==> src/rtl/mos6502s_stack_sequencer.sv <==
// Stack transfer sequencer: walks 1-3 byte pushes and pulls through the bus,
// stepping the stack pointer one byte per accepted bus cycle.
module mos6502s_stack_sequencer #(
  parameter bit WRAP_FLAG_EN = 1'b1
) (
  input  logic        clk,
  input  logic        rst,
  input  logic        start,
  input  logic        op_push,
  input  logic [1:0]  op_len,
  input  logic [23:0] push_data,
  input  logic [7:0]  sp,
  input  logic [15:0] sp_addr,
  input  logic [15:0] sp_addr_p1,
  output logic        sp_inc,
  output logic        sp_dec,
  output logic [15:0] mem_addr,
  output logic [7:0]  mem_wdata,
  output logic        mem_we,
  output logic        mem_re,
  input  logic        mem_ready,
  input  logic [7:0]  mem_rdata,
  output logic        busy,
  output logic        done,
  output logic [23:0] pull_data,
  output logic        stk_wrap
);

  typedef enum logic [2:0] {IDLE, PUSH, PULL, PULL_TAIL, DONE} state_t;

  state_t      state;
  logic [1:0]  len_q;
  logic [1:0]  cnt;
  logic [23:0] data_q;
  logic [23:0] pull_buf;
  logic [23:0] pull_buf_next;
  logic        cap_pending;
  logic [1:0]  cap_idx;
  logic [1:0]  push_sel;
  logic [7:0]  push_byte;
  logic        last_byte;

  // Pushes go out most-significant byte first; pulled bytes land lowest first.
  always_comb begin
    push_sel      = len_q - 2'd1 - cnt;
    push_byte     = data_q[{push_sel, 3'b000} +: 8];
    last_byte     = (cnt == (len_q - 2'd1));
    pull_buf_next = pull_buf;
    if (cap_pending) pull_buf_next[{cap_idx, 3'b000} +: 8] = mem_rdata;
  end

  always_ff @(posedge clk) begin
    if (rst) begin
      state       <= IDLE;
      len_q       <= 2'd0;
      cnt         <= 2'd0;
      data_q      <= 24'd0;
      pull_buf    <= 24'd0;
      pull_data   <= 24'd0;
      cap_pending <= 1'b0;
      cap_idx     <= 2'd0;
    end else begin
      case (state)
        IDLE: begin
          cap_pending <= 1'b0;
          if (start && (op_len != 2'd0)) begin
            len_q  <= op_len;
            data_q <= push_data;
            cnt    <= 2'd0;
            if (op_push) begin
              state <= PUSH;
            end else begin
              state    <= PULL;
              pull_buf <= 24'd0;
            end
          end
        end
        PUSH: begin
          if (mem_ready) begin
            if (last_byte) state <= DONE;
            else           cnt   <= cnt + 2'd1;
          end
        end
        PULL: begin
          // Read data trails its accepted request by one cycle, so each
          // capture overlaps the next request.
          pull_buf    <= pull_buf_next;
          cap_pending <= mem_ready;
          if (mem_ready) begin
            cap_idx <= cnt;
            cnt     <= cnt + 2'd1;
            if (last_byte) state <= PULL_TAIL;
          end
        end
        PULL_TAIL: begin
          pull_buf    <= pull_buf_next;
          pull_data   <= pull_buf_next;
          cap_pending <= 1'b0;
          state       <= DONE;
        end
        DONE:    state <= IDLE;
        default: state <= IDLE;
      endcase
    end
  end

  // Strobes are squelched in a reset cycle so an aborted transfer issues nothing more.
  assign mem_we    = (state == PUSH) && !rst;
  assign mem_re    = (state == PULL) && !rst;
  assign sp_dec    = mem_we && mem_ready;
  assign sp_inc    = mem_re && mem_ready;
  assign mem_addr  = mem_we ? sp_addr : (mem_re ? sp_addr_p1 : 16'h0000);
  assign mem_wdata = mem_we ? push_byte : 8'h00;
  assign busy      = (state != IDLE);
  assign done      = (state == DONE);
  assign stk_wrap  = WRAP_FLAG_EN &&
                     ((sp_dec && (sp == 8'h00)) || (sp_inc && (sp == 8'hFF)));

endmodule
==> config.mk <==
export PLATFORM = sky130hd
export DESIGN_NAME = mos6502s_stack_sequencer
export DESIGN_NICKNAME = d
export VERILOG_FILES = /design/src/rtl/mos6502s_stack_sequencer.sv
export SDC_FILE = /design/constraint.sdc
export NUM_CORES = 1
export LEC_CHECK = 0
export CAP_MARGIN = 20
export CORE_ASPECT_RATIO = 1.1
export CORE_MARGIN = 1.5
export CORE_UTILIZATION = 40
export CTS_CLUSTER_SIZE = 12
export DETAILED_ROUTE_END_ITERATION = 6
export PLACE_DENSITY = 0.76
export SETUP_SLACK_MARGIN = 0.3
export SYNTH_ARGS = -nofsm -noshare
export SYNTH_HDL_FRONTEND = slang
export SYNTH_SLANG_ARGS = --single-unit
==> constraint.sdc <==
create_clock -name clk -period 1.8 [get_ports clk]
set_input_delay 0.36 -clock clk [delete_from_list [all_inputs] [get_ports clk]]
set_output_delay 0.36 -clock clk [all_outputs]
set_load 0.02 [all_outputs]
==> impl_metrics.ini, run 1 <==
[global_routing]
grt_util_all_layers_pct = 36.54
antenna_found_initial = 2
grt-ovfl-total = 0
grt_max_degree = 25
grt_pass1_wl_mm = 27.40
grt_pass1_vias = 4821

[timing]
hold_ws_ns = 0.4833
rsz0062_at_grt = yes
max_clock_freq_mhz = 382.1
clock_skew_ns = 0.01403
setup-violations-final = 78
relSlewSlack_pct = 61.87
finalCritPeriodShare_pct = 145.4
tightest_slew_ns = 0.5706
period_needed_ns = 2.617
worst_slack_ns = -0.8168
slew_violations = 0
finalHoldViolations = 0

[setup_path]
cp.arrival_ns = 2.26
cp.required_ns = 1.44
critPathSlowestCell = xor3_4
r2r_cells = 11
crit_fanout = 16
reg2reg_to = cnt[1]
critical_path_buf_inv_count = 2
path_depth = 6
max_stage_delay_ns = 0.61
crit_type = reg2out
rrSetupSlack_ns = -0.70
critical-path-top-delay-family = XOR/XNOR gates
path_cells = xor3_4, xor2_4, buf_12, nand3_1, a31oi_4, buf_6
critPathLaunch = len_q[0]
cp-end-kind = primary output
cp-start-kind = flop
r2r-start = len_q[0]

[yosys]
synth.area.top_cells = dfxtp_1, a22o_1, nand2_1
synth_top_cell_by_area = dfxtp_1
syn-instance-count = 424
synth_top_area_share_pct = 44.20
syn_area_mm2 = 0.003714
synth-async-reset-ratio_pct = 0
yosysMostFrequentCell = dfxtp_1
synth_top_cells_by_count = dfxtp_1, nand2_1, nor2_1, a22o_1, a21oi_1
syn_area_per_cell_um2 = 8.758
syn-num-nets = 508
yosysSeqAreaShare_pct = 44.20
ys_seq_elements = 82
synth_edf_count = 0
ys_types = 50
yosysWarnings = 0
synth_ff_type = dfxtp_1

[clocking]
cts.sink_count = 82
numCtsBuffers = 9
cts_root_buf = clkbuf_8
ctsHoldBuffers = 0
cts_tree = yes
cts_max_level = 3
insertion_delay_ns = 0.37
cts.clk_slew.worst_paths_ns = 0.09
cts_buffer_depth = 2

[drt]
via_per_inst = 6.439
wl_mm = 21.48
wire_per_inst_um = 28.08
dr.pass1.iters = 7
vias = 4926
dr.first_iter.drc_count = 453
antenna_left = 0
drc_errors = 0

[run_status]
violations = negative setup slack
status = complete, but fails checks

[pwr]
p_leak_nw = 3.283
finalPower_mw = 5.077
peakVddDrop_mv = 0.5321
power_density_mw_per_mm2 = 637.8

[min_path]
worst_hold_path.endpoint = pull_data[5]
min-delay-start = pull_data[5]
hp-class = reg2reg
worstHoldPathCells = 2

[placed_design]
dpl.hpwl_mm = 8.903
io_buffers = 133
dpl.cell_count = 685
gp_routability_congestion = 0.8311
dp_slack_ns = -0.7194

[floorplan]
dieArea_mm2 = 0.009872
die_width_um = 94.87
io_pins = 134
chipHeight_um = 104.1
initial_core_util_pct = 41.64
core_area_mm2 = 0.008919
rows = 36

[finish]
layout-drive-gt1-share_pct = 55.45
fillers = 322
fin_nets = 730
syn_to_final_growth_pct = 114.4
antennaDiodeCount = 0
final_cells = 765

[flow_run]
max-cap-violations = 0
==> final cells by class <==
class                      instances  area [µm²]  share of cell area [%]
inverter                           5       36.28                  0.4558
clock buffer                       9       123.9                   1.556
clock inverter                     7       82.58                   1.037
sequential                        82        1662                   20.87
timing repair inverter             2       32.53                  0.4087
multi-input combinational        308        3183                   39.99
timing repair buffer             238        2698                   33.89
tap                              114       142.6                   1.792
==> how the worst max path moves through the flow <==
| stage | endpoint |
|---|---|
| 2_1_floorplan | mem_wdata[0] |
| 3_3_place_gp | mem_wdata[1] |
| 3_5_place_dp | mem_wdata[0] |
| 4_1_cts | mem_wdata[0] |
| 5_1_grt | mem_wdata[4] |
| 6_report | mem_wdata[4] |
==> worst reg2reg max path: stages, from the launching register on <==
cell	delay, ns
dfxtp_2	0.36
xor3_4	0.61
buf_6	0.17
buf_6	0.10
buf_6	0.10
buf_6	0.10
buf_6	0.10
buf_6	0.10
buf_6	0.11
a2111oi_4	0.34
a221o_1	0.23
o21ai_1	0.07
==> cell usage in the layout, fill, tap and decap left out, types with 10 or more instances in the layout <==
cell / synthesis / final
dfxtp_1: 82 / 74
buf_6: 1 / 68
buf_4: 1 / 36
nand3_1: 17 / 10
a22o_1: 32 / 16
a22o_4: 0 / 16
nand2_2: 1 / 11
a221oi_2: 0 / 11
nor2_4: 0 / 20
clkdlybuf4s50_1: 0 / 77
buf_12: 0 / 16
nand2_4: 0 / 34
nor3_1: 16 / 11
a21oi_2: 0 / 25
nand2_1: 67 / 22
dlygate4sd2_1: 0 / 18
==> metal layers <==
layer | share of wire (%) | global-route usage [%] | routed length [µm]
met5 | 0 | 0 | 0
met4 | 6.1 | 16.74 | 1320
met3 | 12 | 11.77 | 2682
met2 | 47 | 59.85 | 10080
met1 | 34 | 42.65 | 7399
==> what timing repair did <==
item	CTS	global route
buffers inserted	38	14
gates resized for setup	386	116
pin swaps	87	61
cloned	12	0
endpoints found under the setup margin	129	115
==> flip-flops by register name (all words and copies together) (netlist names) <==
name / cells
pull_data: 24
state: 3
pull_buf: 24
cap_pending: 1
len_q: 2
cap_idx: 2
cnt: 2
data_q: 24
==> report_power, final <==
group,switching [mW],internal (mW)
registers,0.0700,1.87
logic,0.824,0.839
clock network,0.806,0.664
==> stage by stage <==
stage                     setup TNS (ns)  util, %  area [µm²]
after floorplan                   -1.539        -        4180
after global placement            -13.63    65.64        5854
after detailed placement          -14.84    65.64        5854
after CTS                         -15.95    83.28        7427
after global routing              -27.35    89.25        7960
final                             -24.55    89.25        7960
==> kinds of logic after synthesis <==
kind of cell    Yosys count  share of synthesized area [%]
buf+inv                  34                          4.279
compound gates          126                          24.83
fa+ha+maj                 5                          1.685
xor+xnor                  3                          1.921
simple gates            171                          22.27
mux                       3                         0.8087
flops                    82                          44.20
Power figures use the tool's default switching activity.
==> inputs of run 2 (changes only) <==
PLACE_DENSITY = 0.81   (was 0.76)
==> run 2 against run 1 <==
Compared with the run above:
- the run still ends with negative setup slack left
- total power shrank 0.26%
- combinational power fell by 7%
- clock power rose by 7%
- critical path type unchanged
- critical endpoint is now mem_wdata[3]
- largest power group unchanged
==> impl_metrics.ini, run 2 (synthesis results as in run 1) <==
[finish]
layout-drive-gt1-share_pct = 54.40
final_cells = 752
mostFrequentLayoutCells = dfxtp_1, clkdlybuf4s50_1, buf_6, buf_4, nand2_2
fin_nets = 715
fillers = 352
syn_to_final_growth_pct = 107.9
fin_area_mm2 = 0.007721
reg_top3 = data_q x24, pull_buf x24, pull_data x24
layout_commonest_cell = dfxtp_1

[setup_path]
r2r_cells = 8
crit_type = reg2out
critPathSlowestCell = xor3_4
cp.required_ns = 1.44
cp-start-kind = flop
r2r-start = len_q[0]
crit_fanout = 16
rrSetupSlack_ns = -0.44
cp-end-kind = primary output
critPathLaunch = len_q[0]
cp.arrival_ns = 2.20
max_stage_delay_ns = 0.57
path_cells = xor3_4, xor2_4, buf_12, nand3b_1, a31oi_4, buf_6

[timing]
tightest_slew_ns = 0.6181
tns_ns = -14.60
relSlewSlack_pct = 58.69
slew_violations = 0
setup-violations-final = 77
finalHoldViolations = 0
clock_skew_ns = 0.01082
rsz0062_at_grt = yes
max_clock_freq_mhz = 390.6
period_needed_ns = 2.560
worst_slack_ns = -0.7599
finalCritPeriodShare_pct = 142.2

[flow_run]
max-cap-violations = 0

[floorplan]
dieArea_mm2 = 0.009872
chipHeight_um = 104.1
core_area_mm2 = 0.008919
initial_core_util_pct = 41.64
die_width_um = 94.87
rows = 36
io_pins = 134

[drt]
antenna_left = 0
wl_mm = 19.93
drc_errors = 0
via_per_inst = 6.380
vias = 4798
dr.first_iter.drc_count = 469
wire_per_inst_um = 26.51
dr.pass1.iters = 5

[global_routing]
grt_pass1_vias = 4376
grt-ovfl-total = 0
grt_util_all_layers_pct = 31.17
grt_pass1_wl_mm = 23.55
antenna_found_initial = 2
grt_max_degree = 29

[pwr]
power_density_mw_per_mm2 = 655.9
peakVddDrop_mv = 0.5962
p_sw_mw = 1.622
power.share.clock_pct = 31.3
p_comb_share_pct = 30.4
seqPwrFrac_pct = 38.4
power.internal_mw = 3.443
p_sw_share_pct = 32.02
p_leak_nw = 3.083

[placed_design]
gp_routability_congestion = 0.8090
placed_cell_area_mm2 = 0.005852
dpl.hpwl_mm = 8.753
dpl.cell_count = 681
dp_slack_ns = -0.7039
io_buffers = 133

[clocking]
ctsHoldBuffers = 0
cts_root_buf = clkbuf_8
cts.clk_slew.worst_paths_ns = 0.08
cts_buffer_depth = 2
cts_tree = yes
numCtsBuffers = 9
cts_max_level = 3
cts.sink_count = 82
insertion_delay_ns = 0.39

[min_path]
hp-class = in2reg
min-delay-start = op_len[0]
worstHoldPathCells = 4

[run_status]
status = complete, but fails checks
violations = negative setup slack
[run 2: cell types whose count changed in the layout (fill, tap and decap cells not counted), sizes merged, moves of 2 or more]
| cell | delta |
|---|---|
| dlygate4sd2 | +10 |
| clkdlybuf4s50 | -6 |
| buf | -18 |
| clkbuf | +3 |
| dlymetal6s2s | +2 |
| diode | +2 |
| clkdlybuf4s15 | -5 |
[run 2: critical path: cells and delay by family (launching register included)]
kind                      cells  cell delay, ns
buffers and inverters         2            0.31
DFF                           1            0.34
and+or+nand+nor               1            0.16
xor gates and xnor gates      2            0.78
AOI/OAI and AO/OA             1            0.23
[run 2: per-stage QoR]
step | power [mW] | utilization, % | hold WS (ns)
floorplan | 2.453 | - | 0.4255
global placement | 2.897 | 65.61 | 0.4358
detailed placement | 2.921 | 65.61 | 0.4482
CTS | 4.683 | 77.86 | 0.4626
global route | 5.197 | 86.57 | 0.4173
finish | 5.064 | 86.57 | 0.3976
[run 2: final timing paths]
path	end
setup reg to reg	cnt[1]
hold reg to reg	data_q[10]
setup / recovery	mem_wdata[3]
hold / removal	len_q[0]
[run 2: power by group through the flow]
stage          Clock, mW  Combinational [mW]  Sequential (mW)
2_1_floorplan          0               0.483             1.97
3_3_place_gp           0               0.938             1.96
3_5_place_dp           0               0.959             1.96
4_1_cts             1.53                1.23             1.92
5_1_grt             1.67                1.58             1.95
6_report            1.58                1.54             1.94
[run 2: final cells by class]
type / instances / area, µm² / area share [%]
Antenna cell: 2 / 5.005 / 0.06482
Clock buffer: 9 / 123.9 / 1.604
Clock inverter: 7 / 98.84 / 1.280
Inverter: 5 / 50.05 / 0.6482
Multi-Input combinational cell: 308 / 3137 / 40.63
Sequential cell: 82 / 1658 / 21.47
Tap cell: 114 / 142.6 / 1.847
Timing Repair Buffer: 224 / 2490 / 32.25
Timing Repair inverter: 1 / 16.27 / 0.2107
[run 2: routing by layer]
metal / track usage [%] / wire length, µm
met4: 16.84 / 1261
met5: 0 / 0
met3: 7.968 / 1960
met1: 36.14 / 7116
met2: 51.53 / 9595
[run 2: repair_timing]
item | in CTS | in global routing
pin swaps | 47 | 28
endpoints found under the hold margin | 0 | 0
gates cloned | 6 | 4
setup buffers | 31 | 12
gates resized for setup | 315 | 147
endpoints found under the setup margin | 132 | 111
